<file path="src/rtl/subtractor_rr_arbiter.sv">
// -----------------------------------------------------------------------------
// subtractor_rr_arbiter
//
// Shares one WIDTH-bit borrow-chain subtractor between NREQ requesters.
// A round-robin arbiter picks one requester in IDLE, its operands are
// registered, the difference is computed in EXEC and the result is held on a
// single response channel (tagged with the requester id) in RESP until the
// consumer takes it. Only one transaction is ever in flight.
//
// Handshake semantics (both channels): a transfer happens on a rising clk edge
// where valid and ready are both high. A producer holds valid and its payload
// stable until that edge; ready never depends on a transfer having happened.
//
// Optional build macro: SUB_SATURATE_EN
//   defined   : when the borrow is 1, resp_d is clamped to 0 (resp_bout stays 1)
//   undefined : resp_d is the modulo-2^WIDTH difference
//
// Ports:
//   clk          in   system clock, rising edge
//   rst_n        in   asynchronous active-low reset
//   req_valid    in   [NREQ]        per-requester operand valid
//   req_ready    out  [NREQ]        per-requester accept, one-hot or zero
//   req_a        in   [NREQ*WIDTH]  minuends, requester i at [i*WIDTH +: WIDTH]
//   req_b        in   [NREQ*WIDTH]  subtrahends, same packing
//   resp_valid   out               result valid
//   resp_ready   in                consumer accepts result
//   resp_id      out  [IDW]        requester that owns the result
//   resp_d       out  [WIDTH]      A - B
//   resp_bout    out               borrow out, 1 iff A < B (unsigned)
//   dbg_state_o  out  [2]          current FSM state (IDLE=0, EXEC=1, RESP=2)
//   dbg_rr_ptr_o out  [IDW]        last requester whose response completed
// -----------------------------------------------------------------------------
module subtractor_rr_arbiter #(
    parameter int NREQ  = 4,
    parameter int WIDTH = 32,
    parameter int IDW   = $clog2(NREQ)
) (
    input  logic                  clk,
    input  logic                  rst_n,
    input  logic [NREQ-1:0]       req_valid,
    output logic [NREQ-1:0]       req_ready,
    input  logic [NREQ*WIDTH-1:0] req_a,
    input  logic [NREQ*WIDTH-1:0] req_b,
    output logic                  resp_valid,
    input  logic                  resp_ready,
    output logic [IDW-1:0]        resp_id,
    output logic [WIDTH-1:0]      resp_d,
    output logic                  resp_bout,
    output logic [1:0]            dbg_state_o,
    output logic [IDW-1:0]        dbg_rr_ptr_o
);

    typedef enum logic [1:0] {
        IDLE = 2'd0,
        EXEC = 2'd1,
        RESP = 2'd2
    } state_e;

    state_e             state_q, state_d;
    logic [IDW-1:0]     rr_ptr_q;
    logic [WIDTH-1:0]   a_q, b_q;
    logic [IDW-1:0]     id_q;
    logic               resp_valid_q;
    logic [IDW-1:0]     resp_id_q;
    logic [WIDTH-1:0]   resp_d_q;
    logic               resp_bout_q;

    logic               grant_found;
    logic [IDW-1:0]     grant_id;
    logic [IDW-1:0]     cand;

    logic [WIDTH-1:0]   a_arr [NREQ];
    logic [WIDTH-1:0]   b_arr [NREQ];

    logic [WIDTH:0]     borrow;
    logic [WIDTH-1:0]   diff;
    logic [WIDTH-1:0]   d_result;

    // Unpack the flat operand buses into per-requester words.
    for (genvar i = 0; i < NREQ; i++) begin : g_unpack
        assign a_arr[i] = req_a[i*WIDTH +: WIDTH];
        assign b_arr[i] = req_b[i*WIDTH +: WIDTH];
    end

    // Round-robin search: start one past the last completed requester and
    // wrap, so the most recently served requester has the lowest priority.
    always_comb begin
        grant_found = 1'b0;
        grant_id    = '0;
        cand        = '0;
        for (int k = 1; k <= NREQ; k++) begin
            cand = IDW'((int'(rr_ptr_q) + k) % NREQ);
            if (!grant_found && req_valid[cand]) begin
                grant_found = 1'b1;
                grant_id    = cand;
            end
        end
    end

    // Ripple borrow chain: d_i = a_i ^ b_i ^ bin_i,
    // bout_i = (~a_i & b_i) | (~(a_i ^ b_i) & bin_i).
    always_comb begin
        borrow    = '0;
        diff      = '0;
        for (int i = 0; i < WIDTH; i++) begin
            diff[i]       = a_q[i] ^ b_q[i] ^ borrow[i];
            borrow[i+1]   = (~a_q[i] & b_q[i]) | (~(a_q[i] ^ b_q[i]) & borrow[i]);
        end
    end

`ifdef SUB_SATURATE_EN
    // Clamp underflow to zero; the borrow flag still tells the consumer.
    assign d_result = borrow[WIDTH] ? '0 : diff;
`else
    assign d_result = diff;
`endif

    // ---------------------------------------------------------------- FSM
    always_ff @(posedge clk or negedge rst_n) begin
        if (!rst_n) begin
            state_q <= IDLE;
        end else begin
            state_q <= state_d;
        end
    end

    always_comb begin
        state_d = state_q;
        case (state_q)
            IDLE:    if (grant_found) state_d = EXEC;
            EXEC:    state_d = RESP;
            RESP:    if (resp_ready) state_d = IDLE;
            default: state_d = IDLE;
        endcase
    end

    // Accept is combinational and only offered while idle.
    always_comb begin
        req_ready = '0;
        if (state_q == IDLE && grant_found) begin
            req_ready[grant_id] = 1'b1;
        end
    end

    // ----------------------------------------------------------- datapath
    always_ff @(posedge clk or negedge rst_n) begin
        if (!rst_n) begin
            a_q          <= '0;
            b_q          <= '0;
            id_q         <= '0;
            resp_valid_q <= 1'b0;
            resp_id_q    <= '0;
            resp_d_q     <= '0;
            resp_bout_q  <= 1'b0;
            rr_ptr_q     <= IDW'(NREQ - 1);
        end else begin
            case (state_q)
                IDLE: begin
                    if (grant_found) begin
                        a_q  <= a_arr[grant_id];
                        b_q  <= b_arr[grant_id];
                        id_q <= grant_id;
                    end
                end
                EXEC: begin
                    resp_d_q     <= d_result;
                    resp_bout_q  <= borrow[WIDTH];
                    resp_id_q    <= id_q;
                    resp_valid_q <= 1'b1;
                end
                RESP: begin
                    // Pointer moves on completion only, so a discarded
                    // transaction never affects priority.
                    if (resp_ready) begin
                        resp_valid_q <= 1'b0;
                        rr_ptr_q     <= resp_id_q;
                    end
                end
                default: ;
            endcase
        end
    end

    assign resp_valid   = resp_valid_q;
    assign resp_id      = resp_id_q;
    assign resp_d       = resp_d_q;
    assign resp_bout    = resp_bout_q;
    assign dbg_state_o  = state_q;
    assign dbg_rr_ptr_o = rr_ptr_q;

endmodule
</file>
<file path="config.mk">
export PLATFORM = sky130hd
export DESIGN_NAME = subtractor_rr_arbiter
export DESIGN_NICKNAME = d
export VERILOG_FILES = /design/src/rtl/subtractor_rr_arbiter.sv
export SDC_FILE = /design/constraint.sdc
export NUM_CORES = 1
export LEC_CHECK = 0
export ABC_AREA = 1
export BUFFER_PORTS_ARGS = -buffer_cell sky130_fd_sc_hd__buf_2
export CAP_MARGIN = 20
export CORE_MARGIN = 4
export CORE_UTILIZATION = 54
export DETAILED_ROUTE_END_ITERATION = 16
export PLACE_DENSITY = 0.95
export SETUP_SLACK_MARGIN = 0.3
export SLEW_MARGIN = 15
export SYNTH_ARGS = -nofsm -noshare
export SYNTH_HDL_FRONTEND = slang
export SYNTH_SLANG_ARGS = --single-unit
</file>
<file path="constraint.sdc">
create_clock -name clk -period 36 [get_ports clk]
set_input_delay 5.4 -clock clk [delete_from_list [all_inputs] [get_ports clk]]
set_output_delay 5.4 -clock clk [all_outputs]
set_load 0.005 [all_outputs]
</file>
==> results.ini <==
[clock_tree]
postCtsSetupRepairBufs = 0
cts_resized = 0
cts_tree = done
clockBufferDepth = 2
insertion_delay_ps = 350
ctsRootBufferMaster = clkbuf_16
cts_max_level = 3
path_clk_slew_ps = 70
cts_hold_buffers = 0
clock-sinks = 106
cts_made_buffers = 9

[run]
max-cap-violations = 0

[timing]
min_period_ps = 13670
slew_viol_final = 0
finalSetupViolations = 0
fin_crit_sh_pct = 38.0
fmaxAchievable_mhz = 73.2
fin_hold_ws_ps = 481
final.setup_skew_ps = 7.24
worst_pin_slew_ps = 1080
hold_viol = 0
relSlewSlack_pct = 27.9
rsz0062_at_grt = no
setup_tns_ps = 0

[global_route]
track_usage_pct = 29.0
grt.overflow.total = 0
grt_pass1_vias = 7795
grt_max_degree = 89
antenna_found_initial = 0
grt_pass1_wl_um = 37700

[synth]
yosys.area_share.simple_pct = 41.3
syn-instance-count = 1167
postSynthAreaPerCell_um2 = 6.63
synth-compound-area-share_pct = 2.85
synth.largest_area_cell = dfrtp_1
ys_seq_elements = 106
netlist_area_um2 = 7730
synth_xor_area_share_pct = 0
syn-num-nets = 1462
synth_top_family_by_area = simple AND/OR/NAND/NOR gates
yosys.area.top_type_share_pct = 33.7
synth_adder_area_share_pct = 8.19
yosys_warnings = 0
synth_cell_types = 27
synth_mux_area_share_pct = 0
ys_seq_area_share_pct = 34.3
synth.area.top_cells = dfrtp_1 (34%), nand2_1 (24%), nand3_1 (11%)

[routing]
drtIter0Drc = 847
wirelength_um = 24300
drc = 0
antenna_left = 0
drt_first_pass_iters = 7
drt-vias-per-instance = 5.28
num_vias = 8449
wl_per_cell_um = 15.2

[layout]
syn_to_final_growth_pct = 22.7
num-nets-final = 1711
fin_area_um2 = 9490
regArea_um2 = 2660
multi_input_area_um2 = 4070
layout.cells.non_filler = 1601
layout-drive-gt1-share_pct = 24.8
antennaDiodeCount = 0
fill_cells = 1178

[power]
switching_power_mw = 0.649
power_switching_share_pct = 56.0
peakVddDrop_uv = 120
p_per_area_nw_per_um2 = 122
p_comb_share_pct = 71.5
leakagePower_nw = 5.74
intPower_mw = 0.511
p_seq_share_pct = 19.7
p_clk_share_pct = 8.8

[worst_setup_path]
cp-end-kind = primary output
crit_required_ps = 30600
crit_type = in2out
arrival_ps = 8270
path_max_fanout = 69
start_kind = input pin

[placement]
hpwlAfterDp_um = 18600
io_buffers = 306
dpl-instance-area_um2 = 9180
dp.cells = 1585
routabilityCongestion = 0.862

[worst_hold_path]
hold_path_class = reg2reg

[floorplanning]
core_um2 = 13900
num_io_pins = 307
rows = 43
die_y_um = 128
die_w_um = 128
start_util_pct = 55.5
die-area_um2 = 16300

[run_status]
status = completed

==> flip-flops by register name, indices dropped and copies added, names as in the netlist <==
register,cells
resp_valid,1
resp_bout,1
dbg_state_o,2
a_q,32
b_q,32
resp_id,2
dbg_rr_ptr_o,2
resp_d,32
id_q,2
==> routing by layer <==
metal	up-vias	share of wire, %	GRT usage, %
li1	4113	-	-
met1	3898	39	37.4
met2	380	50	49.2
met3	58	7.6	4.75
met4	0	3.6	11.4
met5	-	0	0
==> path summary, 6_finish.rpt <==
| kind | startpoint | endpoint | slack (ps) | cells past startpoint |
|---|---|---|---|---|
| min | resp_d[9]$_DFFE_PN0P_ | resp_d[9]$_DFFE_PN0P_ | 480 | 2 |
| max in group asynchronous | rst_n | a_q[22]$_DFFE_PN0P_ | 30030 | 2 |
| min reg2reg | resp_d[9]$_DFFE_PN0P_ | resp_d[9]$_DFFE_PN0P_ | 480 | 2 |
| max | req_valid[3] | req_ready[1] | 22330 | 13 |
| max reg2reg | a_q[0]$_DFFE_PN0P_ | resp_d[31]$_DFFE_PN0P_ | 22660 | 36 |
| min in group asynchronous | rst_n | resp_d[10]$_DFFE_PN0P_ | 4910 | 1 |
==> worst max-delay path, stage by stage <==
cell	delay, ps
buf_2	100
nand2_1	80
nand2_1	110
nand2_1	80
nand2_1	80
nor2_4	170
nand3_4	420
nand2_2	170
buf_4	610
inv_1	590
nand2_1	230
nor2_1	50
buf_2	150
==> kinds of logic (layout without fill, tap and decap cells) <==
logic type	after synthesis	count (layout)
AND/OR/NAND/NOR	740	740
buffers and inverters	246	500
flip-flops	106	106
AO/OA/AOI/OAI	43	43
adder cells (fa/ha/maj)	32	32
==> cells in the mapped netlist <==
library cell	instances
nand2_1	492
nand3_1	166
inv_1	164
dfrtp_1	104
nand4_1	60
o21ai_0	37
buf_2	34
fa_1	31
clkbuf_1	22
buf_4	14
nor2_1	7
buf_1	6
nand2_2	6
nand3_2	4
a21oi_1	3
inv_2	3
dfstp_2	2
nor2_2	2
nor2_4	2
a21oi_2	1
a31oi_1	1
buf_6	1
clkinv_1	1
ha_1	1
inv_4	1
nor3_1	1
o21ai_1	1
==> cell type report <==
cell class | instances | area share (%)
Clock buffer | 9 | 2.37
Clock inverter | 7 | 0.791
Multi-Input combinational cell | 815 | 42.8
Tap cell | 180 | 2.37
Timing Repair Buffer | 315 | 16.9
Sequential cell | 106 | 28.0
Inverter | 169 | 6.71
==> per-stage QoR <==
step                      power, mW  utilization (%)  setup slack [ps]
after floorplan               0.839                -             23410
after global placement         1.01             65.9             22510
after detailed placement       1.05             65.9             22420
after CTS                      1.16             68.1             22410
after global routing           1.28             68.1             22010
final                          1.16             68.1             22330
==> power by group through the flow <==
stage          registers (mW)  clock network [mW]  logic, mW
3_3_place_gp            0.225                   0      0.788
6_report                0.229               0.102      0.830
5_1_grt                 0.236               0.106      0.940
2_1_floorplan           0.219                   0      0.620
3_5_place_dp            0.229                   0      0.817
4_1_cts                 0.228               0.101      0.826
==> layout by cell type (no fill, tap or decap), types with 3 or more instances in the layout <==
| cell type | Yosys | layout |
|---|---|---|
| a21oi_1 | 3 | 3 |
| buf_2 | 34 | 305 |
| buf_4 | 14 | 9 |
| clkbuf_16 | 0 | 9 |
| dfrtp_1 | 104 | 104 |
| fa_1 | 31 | 31 |
| inv_1 | 164 | 164 |
| inv_2 | 3 | 3 |
| inv_6 | 0 | 3 |
| nand2_1 | 492 | 492 |
| nand2_2 | 6 | 6 |
| nand3_1 | 166 | 166 |
| nand4_1 | 60 | 60 |
| nor2_1 | 7 | 7 |
| o21ai_0 | 37 | 37 |
(Power assumes the default switching activity.)
